===== config.mk =====
export PLATFORM = sky130hd
export DESIGN_NAME = subleq_core
export DESIGN_NICKNAME = d
export VERILOG_FILES = /design/src/rtl/subleq_pkg.sv /design/src/rtl/subleq_ctrl.sv /design/src/rtl/subleq_core.sv
export SDC_FILE = /design/constraint.sdc
export NUM_CORES = 1
export LEC_CHECK = 0
export BUFFER_PORTS_ARGS = -buffer_cell sky130_fd_sc_hd__buf_2
export CORE_MARGIN = 4
export CORE_UTILIZATION = 35
export CTS_BUF_LIST = sky130_fd_sc_hd__clkbuf_8
export DETAILED_ROUTE_END_ITERATION = 16
export MAX_ROUTING_LAYER = met4
export PLACE_DENSITY = 0.5
export SLEW_MARGIN = 10
export SYNTH_ARGS = -nofsm -noshare
export SYNTH_HDL_FRONTEND = slang
export SYNTH_SLANG_ARGS = --single-unit

===== constraint.sdc =====
create_clock -name clk -period 12.1 [get_ports clk]
set_clock_uncertainty 0.15 [all_clocks]
set_input_delay 1.21 -clock clk [delete_from_list [all_inputs] [get_ports clk]]
set_output_delay 1.21 -clock clk [all_outputs]
set_load 0.01 [all_outputs]

===== src/rtl/subleq_pkg.sv =====
// Shared types and helpers for the SUBLEQ core.
// Latency: n/a (types and a pure function only).
// Backpressure: n/a.
package subleq_pkg;

  typedef enum logic [2:0] {
    FETCH_A   = 3'd0,
    DEREF_A   = 3'd1,
    FETCH_B   = 3'd2,
    DEREF_B   = 3'd3,
    STORE_SUB = 3'd4,
    FETCH_C   = 3'd5,
    HALT      = 3'd6
  } state_t;

  typedef enum logic [1:0] {
    CAUSE_NONE      = 2'd0,
    CAUSE_SELF_LOOP = 2'd1,
    CAUSE_DEBUG     = 2'd2,
    CAUSE_STEP_DONE = 2'd3
  } halt_cause_t;

  // Widest word the leq helper handles; callers zero-extend to this width.
  localparam int unsigned LEQ_MAX_W = 64;

  // Two's-complement "less than or equal to zero" for a word of any width
  // up to LEQ_MAX_W; the sign bit is located by a shifted mask.
  function automatic logic leq_of(input logic [LEQ_MAX_W-1:0] res,
                                  input int unsigned          width);
    logic [LEQ_MAX_W-1:0] sign_mask;
    sign_mask = LEQ_MAX_W'(1) << (width - 1);
    return ((res & sign_mask) != '0) || (res == '0);
  endfunction

endpackage


===== src/rtl/subleq_ctrl.sv =====
// SUBLEQ sequencer: instruction FSM, debug halt/step/resume and halt cause.
// Latency: one state per completed access; HALT entry/exit on a single edge.
// Backpressure: holds the current state while an access waits for mem_ready.
module subleq_ctrl
  import subleq_pkg::*;
(
  input  logic        clk,
  input  logic        areset,
  input  logic        mem_ready,
  input  logic        leq,
  input  logic        c_eq_pc,
  input  logic        dbg_halt_req,
  input  logic        dbg_step,
  input  logic        dbg_resume,
  output state_t      state,
  output logic        access,
  output logic        advance,
  output logic        halted,
  output halt_cause_t halt_cause
);

  state_t      state_q, state_d;
  halt_cause_t cause_q, cause_d;
  logic        step_q, step_d;

  // Which states touch memory, and whether the current state completes now.
  // A not-taken FETCH_C has no access and always completes in one cycle.
  always_comb begin
    access = 1'b0;
    case (state_q)
      FETCH_A, DEREF_A, FETCH_B, DEREF_B, STORE_SUB: access = 1'b1;
      FETCH_C: access = leq;
      default: access = 1'b0;
    endcase
    advance = (state_q != HALT) && (!access || mem_ready);
  end

  // Next-state, halt cause and single-step bookkeeping.
  always_comb begin
    state_d = state_q;
    cause_d = cause_q;
    step_d  = step_q;
    case (state_q)
      FETCH_A:   if (advance) state_d = DEREF_A;
      DEREF_A:   if (advance) state_d = FETCH_B;
      FETCH_B:   if (advance) state_d = DEREF_B;
      DEREF_B:   if (advance) state_d = STORE_SUB;
      STORE_SUB: if (advance) state_d = FETCH_C;
      FETCH_C: begin
        if (advance) begin
          // Instruction boundary: self-loop beats a pending step, which
          // beats a debug halt request.
          step_d = 1'b0;
          if (leq && c_eq_pc) begin
            state_d = HALT;
            cause_d = CAUSE_SELF_LOOP;
          end else if (step_q) begin
            state_d = HALT;
            cause_d = CAUSE_STEP_DONE;
          end else if (dbg_halt_req) begin
            state_d = HALT;
            cause_d = CAUSE_DEBUG;
          end else begin
            state_d = FETCH_A;
          end
        end
      end
      HALT: begin
        if (dbg_step) begin
          state_d = FETCH_A;
          step_d  = 1'b1;
        end else if (dbg_resume) begin
          state_d = FETCH_A;
          cause_d = CAUSE_NONE;
        end
      end
      default: state_d = FETCH_A;
    endcase
  end

  // State, cause and step flag registers.
  always_ff @(posedge clk or posedge areset) begin
    if (areset) begin
      state_q <= FETCH_A;
      cause_q <= CAUSE_NONE;
      step_q  <= 1'b0;
    end else begin
      state_q <= state_d;
      cause_q <= cause_d;
      step_q  <= step_d;
    end
  end

  assign state      = state_q;
  assign halted     = (state_q == HALT);
  assign halt_cause = cause_q;

endmodule


===== src/rtl/subleq_core.sv =====
// Parametrised SUBLEQ core with a ready-handshaked memory port and debug control.
// Latency: 6 cycles per instruction with zero wait states, +1 per wait cycle.
// Backpressure: memory request fields hold stable until mem_ready completes the access.
module subleq_core
  import subleq_pkg::*;
#(
  parameter int unsigned            WORD_SIZE = 16,
  parameter logic [WORD_SIZE-1:0]   RESET_PC  = '0,
  parameter int unsigned            CNT_WIDTH = 32
) (
  input  logic                 clk,
  input  logic                 areset,
  output logic                 mem_req,
  output logic                 mem_we,
  output logic [WORD_SIZE-1:0] mem_addr,
  output logic [WORD_SIZE-1:0] mem_wdata,
  input  logic                 mem_ready,
  input  logic [WORD_SIZE-1:0] mem_rdata,
  input  logic                 dbg_halt_req,
  input  logic                 dbg_step,
  input  logic                 dbg_resume,
  output logic                 halted,
  output logic [1:0]           halt_cause,
  output logic [WORD_SIZE-1:0] pc,
  output logic [CNT_WIDTH-1:0] retired
);

  state_t      state;
  halt_cause_t cause;
  logic        access;
  logic        advance;
  logic        leq;
  logic        c_eq_pc;

  logic [WORD_SIZE-1:0] pc_q, pc_d;
  logic [WORD_SIZE-1:0] a_addr_q, a_addr_d;
  logic [WORD_SIZE-1:0] a_val_q, a_val_d;
  logic [WORD_SIZE-1:0] b_addr_q, b_addr_d;
  logic [WORD_SIZE-1:0] b_val_q, b_val_d;
  logic [CNT_WIDTH-1:0] retired_q, retired_d;
  logic [WORD_SIZE-1:0] res;

  // Subtract result and branch condition; operands are held until the
  // instruction retires, so leq stays valid through a stalled FETCH_C.
  always_comb begin
    res     = b_val_q - a_val_q;
    leq     = leq_of(LEQ_MAX_W'(res), WORD_SIZE);
    c_eq_pc = (mem_rdata == pc_q);
  end

  subleq_ctrl ctrl (
    .clk          (clk),
    .areset       (areset),
    .mem_ready    (mem_ready),
    .leq          (leq),
    .c_eq_pc      (c_eq_pc),
    .dbg_halt_req (dbg_halt_req),
    .dbg_step     (dbg_step),
    .dbg_resume   (dbg_resume),
    .state        (state),
    .access       (access),
    .advance      (advance),
    .halted       (halted),
    .halt_cause   (cause)
  );

  // Memory port; reset forces every field low at once so an in-flight
  // write is abandoned the moment areset rises.
  always_comb begin
    mem_req   = access && !areset;
    mem_we    = 1'b0;
    mem_addr  = '0;
    mem_wdata = '0;
    if (mem_req) begin
      case (state)
        FETCH_A:   mem_addr = pc_q;
        DEREF_A:   mem_addr = a_addr_q;
        FETCH_B:   mem_addr = pc_q + WORD_SIZE'(1);
        DEREF_B:   mem_addr = b_addr_q;
        STORE_SUB: begin
          mem_addr  = b_addr_q;
          mem_we    = 1'b1;
          mem_wdata = res;
        end
        FETCH_C:   mem_addr = pc_q + WORD_SIZE'(2);
        default:   mem_addr = '0;
      endcase
    end
  end

  // Datapath capture on each completing edge; pc and retired move together.
  always_comb begin
    pc_d      = pc_q;
    a_addr_d  = a_addr_q;
    a_val_d   = a_val_q;
    b_addr_d  = b_addr_q;
    b_val_d   = b_val_q;
    retired_d = retired_q;
    if (advance) begin
      case (state)
        FETCH_A: a_addr_d = mem_rdata;
        DEREF_A: a_val_d  = mem_rdata;
        FETCH_B: b_addr_d = mem_rdata;
        DEREF_B: b_val_d  = mem_rdata;
        FETCH_C: begin
          pc_d      = leq ? mem_rdata : pc_q + WORD_SIZE'(3);
          retired_d = retired_q + CNT_WIDTH'(1);
        end
        default: ;
      endcase
    end
  end

  // Datapath registers.
  always_ff @(posedge clk or posedge areset) begin
    if (areset) begin
      pc_q      <= RESET_PC;
      a_addr_q  <= '0;
      a_val_q   <= '0;
      b_addr_q  <= '0;
      b_val_q   <= '0;
      retired_q <= '0;
    end else begin
      pc_q      <= pc_d;
      a_addr_q  <= a_addr_d;
      a_val_q   <= a_val_d;
      b_addr_q  <= b_addr_d;
      b_val_q   <= b_val_d;
      retired_q <= retired_d;
    end
  end

  assign pc         = pc_q;
  assign retired    = retired_q;
  assign halt_cause = cause;

endmodule

Yosys cells after proc, flatten, opt, wreduce, memory -nomap -nowiden
Cells that the tools add are included.
W data, S select, Z words.
{"block": "classes", "addsub": 5, "n_eq_ne": 19, "muxes": 30, "n_reduce_logical": 20}
{"op": "$pmux W16 S5", "n": 1}
{"op": "$mux W16", "n": 4}
{"op": "$mux W3", "n": 11}
{"op": "$add A16 B2 Y16 const B", "n": 2}
{"op": "$add A32 B1 Y32 const B", "n": 1}
{"op": "$pmux W3 S7", "n": 1}
{"op": "$ne A2 B2 Y1 const B", "n": 9}
{"op": "$add A16 B1 Y16 const B", "n": 1}
{"op": "$eq A16 B16 Y1", "n": 1}
{"op": "$logic_not A16 Y1", "n": 1}
{"op": "$sub A16 B16 Y16", "n": 1}
{"op": "$mux W2", "n": 6}
{"op": "$reduce_and A2 Y1", "n": 5}
{"op": "$eq A3 B3 Y1 const B", "n": 3}
{"op": "$reduce_and A7 Y1", "n": 1}
{"op": "$eq A3 B2 Y1 const B", "n": 2}
{"op": "$ne A3 B3 Y1 const B", "n": 2}
{"op": "$reduce_and A5 Y1", "n": 1}
{"op": "$reduce_or A5 Y1", "n": 1}
{"op": "$mux W1", "n": 4}
{"op": "$ne A4 B2 Y1 const B", "n": 1}
{"op": "$pmux W1 S2", "n": 2}
{"op": "$pmux W2 S2", "n": 1}
{"op": "$eq A3 B1 Y1 const B", "n": 1}
{"op": "7 further kinds", "n": 11}
{"block": "word_totals", "ff_bits": 118, "in_bits": 22, "output_inout_bits": 85, "wordCells": 83}

Logic depth before layout (Yosys ltp)
{"block": "depth", "ltp_word": 9, "ltp_mapped": 14, "ltp_nobuf": 12}

Hierarchy
From an unflattened synthesis, not the netlist that was laid out.
{"block": "unflattened", "hier_cells": 754, "hier_area_um2": 7066.8}
{"mod": "subleq_core", "n_inst": 1, "cells_per_inst": 707, "area_each_um2": 6640.1, "seq_area_each_um2": 2802.7}
{"mod": "subleq_ctrl", "n_inst": 1, "cells_per_inst": 47, "area_each_um2": 426.7, "seq_area_each_um2": 150.1}

Worst setup path before layout
OpenSTA, ideal clock, no wires.
{"block": "synth_path", "path_type": "input-to-output", "start": "in areset", "end": "out mem_wdata[9]", "t_arrival_ps": 4626, "required_time_ps": 10740, "slack_ps": 6114, "cell_stages": 4, "path_buffers": 1, "path_cell_list": "inv_1 > nand2_1 > buf_1 > nor2_1"}
{"block": "synth_between", "elab_chain_len": 3}
{"item": "start, declared", "line": "subleq_core.sv:12", "source": "input logic areset,"}
{"item": "$logic_not A1 Y1 (no line)"}
{"item": "$logic_and A1 B1 Y1", "line": "subleq_core.sv:70", "source": "mem_req = access && !areset;"}
{"item": "$mux W16", "line": "subleq_core.sv:74", "source": "if (mem_req) begin"}
{"item": "end, declared", "line": "subleq_core.sv:16", "source": "output logic [WORD_SIZE-1:0] mem_wdata,"}
Every way passes these cells.

Worst setup path in the final report
{"block": "layout_path", "start": "reg a_val_q[0]", "end": "out mem_addr[11]"}
{"block": "layout_between", "elab_chain_len": 6}
{"item": "start, declared", "line": "subleq_core.sv:37", "source": "logic [WORD_SIZE-1:0] a_val_q, a_val_d;"}
{"item": "start signal, assigned", "line": "subleq_core.sv:126", "source": "a_val_q <= a_val_d;"}
{"item": "$sub A16 B16 Y16 (*)", "line": "subleq_core.sv:46", "source": "res = b_val_q - a_val_q;"}
{"item": "$logic_not A16 Y1", "line": "subleq_pkg.sv:32", "source": "return ((res & sign_mask) != '0) || (res == '0);"}
{"item": "$logic_or A1 B1 Y1 (*)", "line": "subleq_pkg.sv:32"}
{"item": "$pmux W1 S2 (*)", "line": "subleq_ctrl.sv:30", "source": "case (state_q)"}
{"item": "$logic_and A1 B1 Y1 (*)", "line": "subleq_core.sv:70"}
{"item": "$mux W16 (*)", "line": "subleq_core.sv:74"}
{"item": "end, declared", "line": "subleq_core.sv:15", "source": "output logic [WORD_SIZE-1:0] mem_addr,"}
Mark *: on every way between the ends. The rest lies on a longest branch, timed or not.

==> results.cfg <==
[synth]
syn_inst = 848
synth-edff-count = 0
avgSynthCellArea_um2 = 8.81
synth_area_um2 = 7470
async_reset_ff_share_pct = 100
yosys_register_bits = 118
syn_nets = 892
ys_top_cells_by_area = dfrtp_1 (40%), xnor2_1 (6.4%), mux2_2 (5.9%)
yosysUniqueCellTypes = 67
ys_warn_count = 0
yosysSeqAreaShare_pct = 39.5
synth_flop_cell = dfrtp_1
yosys.area.top_type = dfrtp_1
yosys.area.top_type_share_pct = 39.5

[run_status]
status = finished, final reports clean

[hold_path]
hold_class = reg2reg

[detailed_routing]
firstDrtPassIters = 7
remaining_drc_errors = 0
drt_iter0_drc = 427
wl_per_cell_um = 19.8
routed_wl_mm = 24.0
vias = 6613
ant_nets = 0
via_per_inst = 5.44

[place]
dp_hpwl_mm = 17.1
pre_cts_ws_ps = 6960
portBuffers = 106
dpl_cell_area_um2 = 8180
place.gp.congestion = 0.924

[setup_path]
critPathBufInv = 1
path_max_fanout = 17
worstSetupPathType = reg2out
critPathRequiredTime_ps = 10740
critPathSlowestCell = a221o_1
endpoint_kind = output pin
crit_path_cell_trace = ha_1, fa_1, and2b_1, o2111ai_2, and2_4, o21ai_1, a31oi_1, nor4_4, nand2_1, a221o_1, a21oi_1, buf_2
critPathArrivalTime_ps = 4310
cpPeakStageDelay_ps = 700
cp-start-kind = register
crit_family = compound AO/OA/AOI/OAI gates

[floorplan]
die_h_um = 154
die_w_um = 154
coreArea_um2 = 21000
initial_core_util_pct = 35.5
rows = 53
io_pins = 107
die-area_um2 = 23700

[global_route]
track_usage_pct = 20.8
grt_overflow_total = 0
grt_pass1_vias = 6567
grt_pass1_wl_mm = 38.2
antenna_found_initial = 0
grt_max_degree = 69

[final_layout]
diodes = 0
fin_nets = 971
stdcell_area_um2 = 8590
area_delta_synth_final_pct = 15.0
utilization_pct = 40.9
drive_gt1_share_pct = 21.8

[cts]
insertion_delay_ps = 450
cts_sinks = 118
clockBufferDepth = 2
cts_tree = built
cts_max_level = 4
cts-root-buf = clkbuf_8
post_cts_buffers = 0
postCtsResizedCells = 0
clk_pin_slew_ps = 80
cts_made_buffers = 17
cts.hold.buffers_added = 0

[timing]
finalSetupViolCount = 0
max_freq_ghz = 0.176
report.final.hold_viol_count = 0
report.final.slew_viol_count = 0
slew_headroom_pct = 27.3
finalWorstSetupSlack_ps = 6430
period_needed_ps = 5670
min_period_over_period_pct = 46.8
rsz0062_at_grt = no
fin_setup_tns_ps = 0
worst_pin_slew_ps = 1090

[power]
p_total_w = 0.00238
switching_share_pct = 47.7
clockPowerShare_pct = 16.3
intPower_w = 0.00125
power.switching_w = 0.00114
powerDensity_nw_per_um2 = 277
power_leakage_nw = 3.90
p_comb_share_pct = 55.0
seq_power_share_pct = 28.7
vdd_drop_max_mv = 0.0968

[flow_run]
max_cap_violations = 0
[cell families after synthesis]
group / after synthesis / synth area share [%]
adder cells (fa/ha/maj): 22 / 3.79
multiplexers: 43 / 6.42
XOR/XNOR: 64 / 7.50
flip-flops: 118 / 39.5
AND/OR/NAND/NOR: 332 / 21.5
buffers and inverters: 91 / 5.09
AO/OA/AOI/OAI: 178 / 16.1
[cells in the mapped netlist, drive strengths merged, types with 2 or more instances]
cell type / number
xnor2: 55
a22o: 2
o31ai: 4
nor3: 19
dfrtp: 118
nor2: 63
o221ai: 4
nand2: 117
a31oi: 6
o21bai: 5
mux2i: 4
a221oi: 11
and4: 4
ha: 21
clkbuf: 35
a211o: 2
a21boi: 3
a22oi: 6
nand2b: 6
nor4: 2
o211ai: 3
a2bb2oi: 2
a211oi: 11
a21o: 6
and2: 8
nand3: 33
nor3b: 3
nor2b: 4
or2: 4
or3: 4
mux2: 39
o22ai: 4
a21oi: 37
a222oi: 4
nand3b: 2
xor2: 9
inv: 36
nand4: 25
buf: 19
o21ai: 55
o21a: 2
and3: 36
o221a: 2
a221o: 3
[area by class of cell]
type,instances,area (µm²)
clock buffers,17,234
clock inverters,15,179
fillers,2174,12400
inverters,37,141
multi-input cells,639,4150
flip-flops and latches,118,2950
well taps,275,344
repair buffers,114,591
[placed cells by master, fill, tap and decap left out, drive strengths merged, types with 11 or more instances in the layout]
master / instances
a221oi: 11
dfrtp: 118
xnor2: 55
a21oi: 37
and3: 36
o21ai: 55
ha: 21
inv: 40
a211oi: 11
nor2: 63
buf: 114
nand4: 25
nor3: 19
clkbuf: 17
mux2: 39
nand3: 33
nand2: 117
[power by group through the flow]
| stage | combinational, W | sequential (W) | clock [W] |
|---|---|---|---|
| after CTS | 0.00130 | 0.000683 | 0.000399 |
| after floorplan | 0.000990 | 0.000628 | 0 |
| final | 0.00131 | 0.000684 | 0.000389 |
| after detailed placement | 0.00129 | 0.000690 | 0 |
| after global placement | 0.00129 | 0.000688 | 0 |
| after global routing | 0.00145 | 0.000704 | 0.000416 |
[sequential cells by signal, summed over array words and instances (netlist names), 2 cells and up]
name	count
a_val_q	16
pc	16
ctrl.halt_cause	2
retired	32
a_addr_q	16
ctrl.state	3
b_val_q	16
b_addr_q	16
[per-stage QoR]
stage               hold WS [ps]  std cells
floorplan                    300        848
global placement             312       1183
detailed placement           319       1183
CTS                          341       1215
global route                 363       1215
finish                       335       1215
[worst reg2reg max path, cell delays in order (launching register included)]
cell       delay [ps]
dfrtp_1           410
ha_1              220
fa_1              390
and2b_1           250
o2111ai_2         150
a211oi_1          390
o221ai_1          200
nand4_1           170
nor4_4             90
a31oi_4           660
buf_4             460
mux2_2            380
[worst paths after layout]
path	from	endpoint	depth (start not counted)	slack, ps
min in group asynchronous	areset	b_val_q[0]$_DFFE_PP0P_	3	960
max in group asynchronous	areset	retired[27]$_DFFE_PP0P_	4	9590
max	a_val_q[0]$_DFFE_PP0P_	mem_addr[11]	12	6430
min	retired[31]$_DFFE_PP0P_	retired[31]$_DFFE_PP0P_	1	330
max reg2reg	a_val_q[0]$_DFFE_PP0P_	retired[1]$_DFFE_PP0P_	11	8090
min reg2reg	retired[31]$_DFFE_PP0P_	retired[31]$_DFFE_PP0P_	1	330
[metal layers]
layer | routed length (µm) | vias to the layer above | track usage (%)
met5 | 0 | - | -
met4 | 456 | 0 | 6.14
met3 | 1090 | 36 | 3.88
met2 | 11000 | 189 | 31.6
met1 | 11500 | 3230 | 28.3
li1 | - | 3158 | -
Power figures use the tool's default switching activity.
